$ cat src/rtl/timer_compare.sv
`default_nettype none
// ============================================================================
// Module   : timer_compare
// Purpose  : Prescaled timer with compare match, free-run/periodic/one-shot
//            modes and sticky irq. Define TIMER_CAPTURE_EN for the capture reg.
// Revision : 1.0
// ============================================================================
module timer_compare #(
  parameter int WIDTH = 32,
  parameter int PRE_W = 16
) (
  input  logic             clk,
  input  logic             rst,
  input  logic             en,
  input  logic             clr,
  input  logic             load,
  input  logic [WIDTH-1:0] load_val,
  input  logic [1:0]       mode,
  input  logic [PRE_W-1:0] prescale,
  input  logic             clr_irq,
`ifdef TIMER_CAPTURE_EN
  input  logic             cap_in,
  output logic [WIDTH-1:0] cap_val,
`endif
  output logic [WIDTH-1:0] count,
  output logic             irq,
  output logic             running
);

  localparam logic [1:0] S_IDLE = 2'd0;
  localparam logic [1:0] S_RUN  = 2'd1;
  localparam logic [1:0] S_DONE = 2'd2;

  localparam logic [1:0] M_PERIODIC = 2'b01;
  localparam logic [1:0] M_ONESHOT  = 2'b10;

  logic [1:0]       state;
  logic [1:0]       state_nxt;
  logic [PRE_W-1:0] pre_cnt;
  logic [WIDTH-1:0] cmp;
  logic             tick;
  logic             match;

  // A clear in the same cycle swallows the tick entirely (no count, no irq).
  assign tick  = (state == S_RUN) && (pre_cnt >= prescale) && !clr;
  assign match = (count == cmp);

  always_ff @(posedge clk or posedge rst) begin
    if (rst) state <= S_IDLE;
    else     state <= state_nxt;
  end

  always_comb begin
    state_nxt = state;
    case (state)
      S_IDLE: if (en) state_nxt = S_RUN;
      S_RUN: begin
        if (!en)                                        state_nxt = S_IDLE;
        else if (tick && match && (mode == M_ONESHOT))  state_nxt = S_DONE;
      end
      S_DONE: if (!en) state_nxt = S_IDLE;
      default: state_nxt = S_IDLE;
    endcase
  end

  always_comb begin
    running = (state == S_RUN);
  end

  always_ff @(posedge clk or posedge rst) begin
    if (rst)                     pre_cnt <= '0;
    else if (clr || tick)        pre_cnt <= '0;
    else if (state == S_RUN)     pre_cnt <= pre_cnt + 1'b1;
  end

  always_ff @(posedge clk or posedge rst) begin
    if (rst) begin
      count <= '0;
    end else if (clr || ((state == S_DONE) && !en)) begin
      count <= '0;
    end else if (tick) begin
      if (match && (mode == M_PERIODIC))
        count <= '0;
      else if (!(match && (mode == M_ONESHOT)))
        count <= count + 1'b1;
    end
  end

  // Compare register updates on the load edge, so a same-cycle match sees the old value.
  always_ff @(posedge clk or posedge rst) begin
    if (rst)       cmp <= '1;
    else if (load) cmp <= load_val;
  end

  always_ff @(posedge clk or posedge rst) begin
    if (rst)                irq <= 1'b0;
    else if (tick && match) irq <= 1'b1;
    else if (clr_irq)       irq <= 1'b0;
  end

`ifdef TIMER_CAPTURE_EN
  always_ff @(posedge clk or posedge rst) begin
    if (rst)         cap_val <= '0;
    else if (cap_in) cap_val <= count;
  end
`else
`endif

endmodule
`default_nettype wire

$ cat config.mk
export PLATFORM = sky130hd
export DESIGN_NAME = timer_compare
export DESIGN_NICKNAME = d
export VERILOG_FILES = /design/src/rtl/timer_compare.sv
export SDC_FILE = /design/constraint.sdc
export NUM_CORES = 1
export LEC_CHECK = 0
export ABC_AREA = 1
export CAP_MARGIN = 20
export CELL_PAD_IN_SITES_DETAIL_PLACEMENT = 1
export CELL_PAD_IN_SITES_GLOBAL_PLACEMENT = 2
export CORE_MARGIN = 2
export CORE_UTILIZATION = 30
export DETAILED_ROUTE_END_ITERATION = 6
export HOLD_SLACK_MARGIN = 0.15
export PLACE_DENSITY = 0.87
export RECOVER_POWER = 25
export REMOVE_ABC_BUFFERS = 1
export SLEW_MARGIN = 20
export SYNTH_ARGS = -nofsm -noshare
export SYNTH_HDL_FRONTEND = slang
export SYNTH_SLANG_ARGS = --single-unit
$ cat constraint.sdc
create_clock -name clk -period 2.9 [get_ports clk]
set_clock_uncertainty 0.05 [all_clocks]
set_input_delay 0.58 -clock clk [delete_from_list [all_inputs] [get_ports clk]]
set_output_delay 0.58 -clock clk [all_outputs]
set_load 0.02 [all_outputs]
==> metrics.txt, run 1 <==
DP Cell Count=between 1000 and 1500; critical path type=input pin to register; die height=roughly 140 um; core region area=0.0186 sq mm; Inserted Diodes=0; pin count of the biggest net entering global routing=56; Seq cells post-synth=83; total gr overflow=0; Final Cell Area=slightly above 0.007 sq mm; startpoint of the worst hold path=cmp[9]; Tot GR Track Use=between 10% and 20%; Final Core Density=around two fifths; Cell Area, Synth=between 0.005 and 0.006 sq mm; fin crit share=84.0%; Setup violations, final=0; dpl ws=0.0864 ns; synth warn=0; LEAKAGE=approximately 3.4 nW; Fin. Hold Viols=0; flop-to-flop setup slack=0.63 ns; RSZ-0062 raised after global routing=false; # port buffers=between 80 and 90; Root Buffer=clkbuf_16; initial antenna violation count=0; Starting Density=a little under a third; nets=1020; Reg2Reg Depth=13; WP data required=between 3 and 4 ns; hold_buf cts=0; crit path launch type=input pin; worst-case clock buffer depth=2; placed cell area=0.00690 sq mm; Iter 0 DRT Violations=between 200 and 250; WP data arrival=roughly 2.6 ns; die area=between 0.02 and 0.025 sq mm; Post-Route WL=approximately 17000 um; postcts setup bufs=0; vias in the first global route=around 5600; first-pass GRT wire length=28900 um; hold path endpoint=cmp[9]; Worst-Margin Slew=~1.0 ns; Worst-Skew Late Latency=0.36 ns; hold path depth=2; status=completed; Unique masters post-synth=31; crit-path max FO=18; slowest CP cell=clkdlybuf4s50_1; Final HPWL DP=13100 um; VDD IR max=roughly 0.26 mV; vias=around 5500; crit-path cells=clkdlybuf4s50_1 -> inv_1 -> ha_1 -> nand2_1 -> nor2_1 -> and2_1 -> nor2_1 -> nand2_1 -> nand2_1 -> a21oi_1 -> nand2_4 -> buf_4 -> nand3_1 -> nand2_1; Slew Viols, Final=0; Clock Sink Count=just over 80; Post-synth EDFFs=0; Slew HR=roughly 30%; Post-Synthesis Cells=between 800 and 900; Remaining DRCs=0; Rows=50; vias per cell=~4.6; RD Place Congestion=between 0.8 and 0.9; Max stage delay on crit path=0.45 ns; WP buf/inv=3; minimum clock period=2.44 ns; Die X=between 100 and 150 um; Hold Slack=between 0.4 and 0.5 ns; RR Startpoint=count[11]; Main synth FF type=dfrtp_1; First-pass DRT Iterations=4; area grow syn2layout=26.1%; layout cell share with drive strength beyond 1=under 10%; crit-path most repeated cell=nand2_1; Inserted Clock Buffers=9; CTS tree=yes; Worst-path clk slew=roughly 0.060 ns; asr flop ratio synth=between 90% and 100%; # IOs=90; max-cap viol count=0; Reg-to-Reg End=count[4]; Max Freq=410 MHz; final worst-path setup slack=about 0.46 ns; Avg WL per Cell=about 15 um; pwr dens=approximately 390 mW/mm^2; Syn Area/Cell=6.68 sq um; crit end category=register; H-tree depth=3; HP Class=register to register; post-synthesis sequential area ratio=about 37%; CP top delay family=simple AND/OR/NAND/NOR gates; post-CTS sizing=0; final cell count without fillers=1185; Final ANT Viol Nets=0
-- flip-flops by register name, summed over array words and instances, names as in the netlist --
| signal | count |
|---|---|
| irq | 1 |
| pre_cnt | 16 |
| count | 32 |
| state | 2 |
| cmp | 32 |
-- cell families (layout without fill, tap and decap cells) --
| logic type | count (synthesis) | in the layout | share of synthesized area (%) |
|---|---|---|---|
| AOI/OAI and AO/OA | 43 | 43 | 3.82 |
| and+or+nand+nor | 513 | 513 | 36.5 |
| DFF | 83 | 83 | 37.2 |
| buffers and inverters | 148 | 246 | 10.8 |
| adders and majority gates | 18 | 18 | 3.95 |
| muxes | 9 | 9 | 1.78 |
| xor gates and xnor gates | 39 | 39 | 6.00 |
-- how the worst max path moves through the flow --
stage	end	from	slack [ns]	cells past startpoint
finish	count[4]	prescale[7]	0.46	14
global route	pre_cnt[10]	prescale[11]	0.34	11
CTS	count[4]	prescale[7]	0.46	14
detailed placement	count[4]	prescale[7]	0.09	14
global placement	count[15]	prescale[7]	0.14	14
floorplan	count[0]	en	-0.59	5
-- worst reg2reg max path: cells and delay by family, from the launching register on --
| kind | cells | cell delay [ns] |
|---|---|---|
| and+or+nand+nor | 11 | 1.22 |
| buffers and inverters | 2 | 0.41 |
| DFF | 1 | 0.47 |
-- report_power, final --
part	total [mW]	leakage [nW]	switching (mW)	internal (mW)
registers	1.28	1.04	0.0379	1.24
logic	0.345	2.26	0.185	0.160
clock network	1.17	0.143	0.503	0.671
-- placed cells by master, fill, tap and decap left out, types with 2 or more instances in the layout --
cell type and n:
nor3_1 9, inv_2 4, clkdlybuf4s50_1 64, dlygate4sd3_1 24
xor2_1 28, a21oi_1 13, xnor2_1 11, nand3_1 52
dfstp_2 32, nand4_1 10, buf_12 3, nor3b_1 4
buf_4 11, clkinv_1 3, mux2_2 9, inv_6 2
o21ai_0 27, clkinv_2 2, o22ai_1 2, dfrtp_1 51
nand2_1 317, inv_1 118, nor2_1 113, clkbuf_16 9
nand2_4 2, ha_1 18
-- per-stage QoR --
stage / total power, mW / TNS (ns)
after CTS: 2.86 / 0
after floorplan: 1.47 / -18.87
after global placement: 1.65 / 0
after global routing: 2.94 / 0
after detailed placement: 1.66 / 0
final: 2.80 / 0
-- cells in the mapped netlist (2+ instances only) --
cell | n | area, sq um
xor2_1 | 28 | 245
ha_1 | 18 | 225
buf_4 | 2 | 15.0
nand2_1 | 317 | 1190
a21oi_1 | 13 | 65.1
inv_1 | 119 | 447
nor2_1 | 113 | 424
nor3_1 | 9 | 45.0
buf_2 | 3 | 15.0
o22ai_1 | 2 | 12.5
inv_2 | 4 | 15.0
nand4_1 | 10 | 62.6
buf_6 | 5 | 56.3
o21ai_0 | 27 | 135
dfstp_2 | 32 | 841
nor3b_1 | 4 | 30.0
nand3_1 | 52 | 260
nand2_4 | 2 | 22.5
clkbuf_1 | 11 | 41.3
clkinv_1 | 3 | 11.3
mux2_2 | 9 | 101
dfrtp_1 | 51 | 1280
xnor2_1 | 11 | 96.3
-- layout make-up --
class / count / area, sq um
clock inverter: 6 / 65.1
multi-input combinational: 622 / 2970
sequential: 83 / 2120
clock buffer: 10 / 229
timing repair buffer: 104 / 1030
fill: 2414 / 11500
inverter: 126 / 474
tap: 234 / 293
-- metal layers --
metal  part of all wire, %  track usage, %  wire [um]  vias up
met5                     0               0          0        -
met3                   4.0            2.40        688       18
met2                    47            30.7       8170      109
met1                    47            24.4       8160     2564
met4                   1.8            5.84        314        0
li1                      -               -          -     2780
Note: power is estimated with default switching activity, not from simulation.
==> run 2: changes to the inputs <==
--- a/config.mk
+++ b/config.mk
@@ -10,10 +10,10 @@
 export CELL_PAD_IN_SITES_DETAIL_PLACEMENT = 1
 export CELL_PAD_IN_SITES_GLOBAL_PLACEMENT = 2
 export CORE_MARGIN = 2
-export CORE_UTILIZATION = 30
+export CORE_UTILIZATION = 27
 export DETAILED_ROUTE_END_ITERATION = 6
 export HOLD_SLACK_MARGIN = 0.15
-export PLACE_DENSITY = 0.87
+export PLACE_DENSITY = 0.83
 export RECOVER_POWER = 25
 export REMOVE_ABC_BUFFERS = 1
 export SLEW_MARGIN = 20
==> constraint.sdc (replaced) <==
create_clock -name clk -period 2 [get_ports clk]
set_clock_uncertainty 0.05 [all_clocks]
set_input_delay 0.4 -clock clk [delete_from_list [all_inputs] [get_ports clk]]
set_output_delay 0.4 -clock clk [all_outputs]
set_load 0.02 [all_outputs]
==> run 2 against run 1 <==
The run now ends with setup timing left. First-iteration DRC count down 34%. Sequential power up 45%. Register-to-register slack got worse by 0.70 ns. Global-route usage is 0.22 points higher. Largest power group unchanged. Critical path depth down 1. Critical path type is now register to register. Combinational power increased by 81%. Routed wire length grew 13%.
==> metrics.txt, run 2 (synthesis gave the netlist of run 1 again) <==
Worst-Margin Slew=around 1.4 ns; Seq pwr share=43.9%; RSZ-0062 raised after global routing=true; CP top delay family=simple AND/OR/NAND/NOR gates; critical path type=register to register; Post-Route WL=about 20000 um; setup TNS=-1.29 ns; crit end category=register; vias in the first global route=6241; Reg2Reg Depth=13; fillcell total=approximately 2600; area grow syn2layout=46.7%; CTS tree=yes; initial antenna violation count=0; WP data arrival=2.31 ns; Root Buffer=clkbuf_16; Die X=~150 um; Net Sw Power=about 1.1 mW; final worst-path setup slack=-0.0714 ns; first-pass GRT wire length=approximately 32000 um; crit-path most repeated cell=nand2_1; switch share=between 20% and 30%; fin crit share=104%; Remaining DRCs=0; Avg WL per Cell=~15 um; most frequent cells in the layout=nand2_1, inv_1, nor2_1; Inserted Diodes=0; Starting Density=27.3%; WP buf/inv=1; Worst-path clk slew=0.07 ns; Fin. Hold Viols=0; hold path depth=2; Inserted Clock Buffers=9; First-pass DRT Iterations=4; hold_buf cts=0; Slew HR=~8.4%; RD Place Congestion=approximately 0.86; worst-case clock buffer depth=2; most common cell after layout, fill and taps aside=nand2_1; Tot GR Track Use=18.5%; Final Core Density=40.0%; Logic pwr share=14.8%; die height=about 150 um; nets=1101; Slew Viols, Final=0; slowest CP cell=dfrtp_1; vias per cell=about 4.5; Setup violations, final=32; Max stage delay on crit path=0.42 ns; HP Class=register to register; biggest regs=cmp x32, count x32, pre_cnt x16; RR Startpoint=pre_cnt[7]; startpoint of the worst hold path=cmp[14]; LEAKAGE=slightly above 4 nW; Max Freq=between 400 and 500 MHz; violated checks=setup timing; Final ANT Viol Nets=0; status=finished with violations; Reg-to-Reg End=count[25]; FF/Latch Area=0.00212 sq mm; Clock Sink Count=83; crit path launch type=register; H-tree depth=3; die area=0.0223 sq mm; VDD IR max=between 0.3 and 0.4 mV; pin count of the biggest net entering global routing=33; WP data required=between 2 and 2.5 ns; vias=just under 6000; Worst-Skew Late Latency=0.35 ns; minimum clock period=between 2 and 2.5 ns; crit-path max FO=8; final cell count without fillers=1307; total gr overflow=0; max-cap viol count=0; Final HPWL DP=about 15000 um; pwr dens=504 mW/mm^2; clock share of power=about two fifths; # IOs=90; crit-path cells=ha_4 -> nand2_4 -> nor2_4 -> and2_4 -> nor2_2 -> nand2_1 -> nand2_2 -> a21oi_4 -> nand2_8 -> nand2_8 -> clkbuf_16 -> nand2_1 -> nand2_1; flop-to-flop setup slack=-0.07 ns; core region area=about 0.021 sq mm; Internal Pwr Total=between 3 and 4 mW; DP Cell Count=~1300; hold path endpoint=cmp[14]; Rows=53; area of the multi-input gates=between 0.003 and 0.004 sq mm; Iter 0 DRT Violations=about 160; layout cell share with drive strength beyond 1=23.3%; # port buffers=89
[run 2: cell types whose count changed in the layout (fill, tap and decap cells not counted), moves of 13 or more]
cell | before | now
buf_4 | 11 | 83
dlygate4sd2_1 | 0 | 17
dlygate4sd3_1 | 24 | 1
ha_1 | 18 | 5
ha_4 | 0 | 13
nand2_1 | 317 | 287
nand2_2 | 0 | 23
[run 2: worst min-delay path, stage by stage (launching register included)]
cell	delay, ns
dfstp_2	0.37
inv_1	0.06
o21ai_0	0.07
[run 2: routing by layer]
layer  GRT usage (%)  part of all wire, %
met2            32.5                   50
met4            3.67                 0.80
met1            24.2                   47
met3            2.57                  2.6
met5               0                    0
[run 2: area by class of cell]
class	instances	area share, %
clock inverter	7	0.884
tap	275	4.12
clock buffer	9	2.70
timing repair buffer	185	20.6
sequential	83	25.4
multi-input combinational	622	40.6
inverter	126	5.68
[run 2: what timing repair did]
action	in CTS	in global routing
endpoints found under the setup margin	50	59
pin swaps	38	14
gates cloned	2	1
resized for setup	85	38
hold endpoints to repair	0	0
buffers inserted	4	2
[run 2: through the flow]
stage                     total power, mW  setup slack (ns)  hold slack, ns  cell area [sq um]
after floorplan                      2.13             -1.42           0.418               5550
after global placement               2.44            -0.520           0.431               7570
after detailed placement             2.46            -0.616           0.441               7570
after CTS                            4.27           -0.0728           0.277               8270
after global routing                 4.41            -0.139           0.471               8350
final                                4.21           -0.0714           0.444               8350
[run 2: worst max path at each step]
stage	slack, ns	cells after the start	from	endpoint
3_3_place_gp	-0.52	14	prescale[7]	count[30]
5_1_grt	-0.14	13	pre_cnt[7]	count[1]
6_report	-0.07	13	pre_cnt[7]	count[25]
4_1_cts	-0.07	14	pre_cnt[6]	count[14]
2_1_floorplan	-1.42	7	state[0]	count[0]
3_5_place_dp	-0.62	14	prescale[6]	count[29]
[run 2: power groups by stage]
stage               Sequential (mW)  Combinational (mW)  Clock [mW]
floorplan                      1.87               0.261           0
CTS                            1.85               0.638        1.79
global route                   1.86               0.702        1.85
detailed placement             1.87               0.588           0
finish                         1.85               0.624        1.74
global placement               1.87               0.573           0
==> run 3: changes to the inputs <==
--- a/config.mk
+++ b/config.mk
@@ -16,7 +16,7 @@
 export PLACE_DENSITY = 0.83
 export RECOVER_POWER = 25
 export REMOVE_ABC_BUFFERS = 1
-export SLEW_MARGIN = 20
+export SLEW_MARGIN = 10
 export SYNTH_ARGS = -nofsm -noshare
 export SYNTH_HDL_FRONTEND = slang
 export SYNTH_SLANG_ARGS = --single-unit
==> results of run 3 <==
The final DEF is identical to that of run 2; final timing and power are the same.
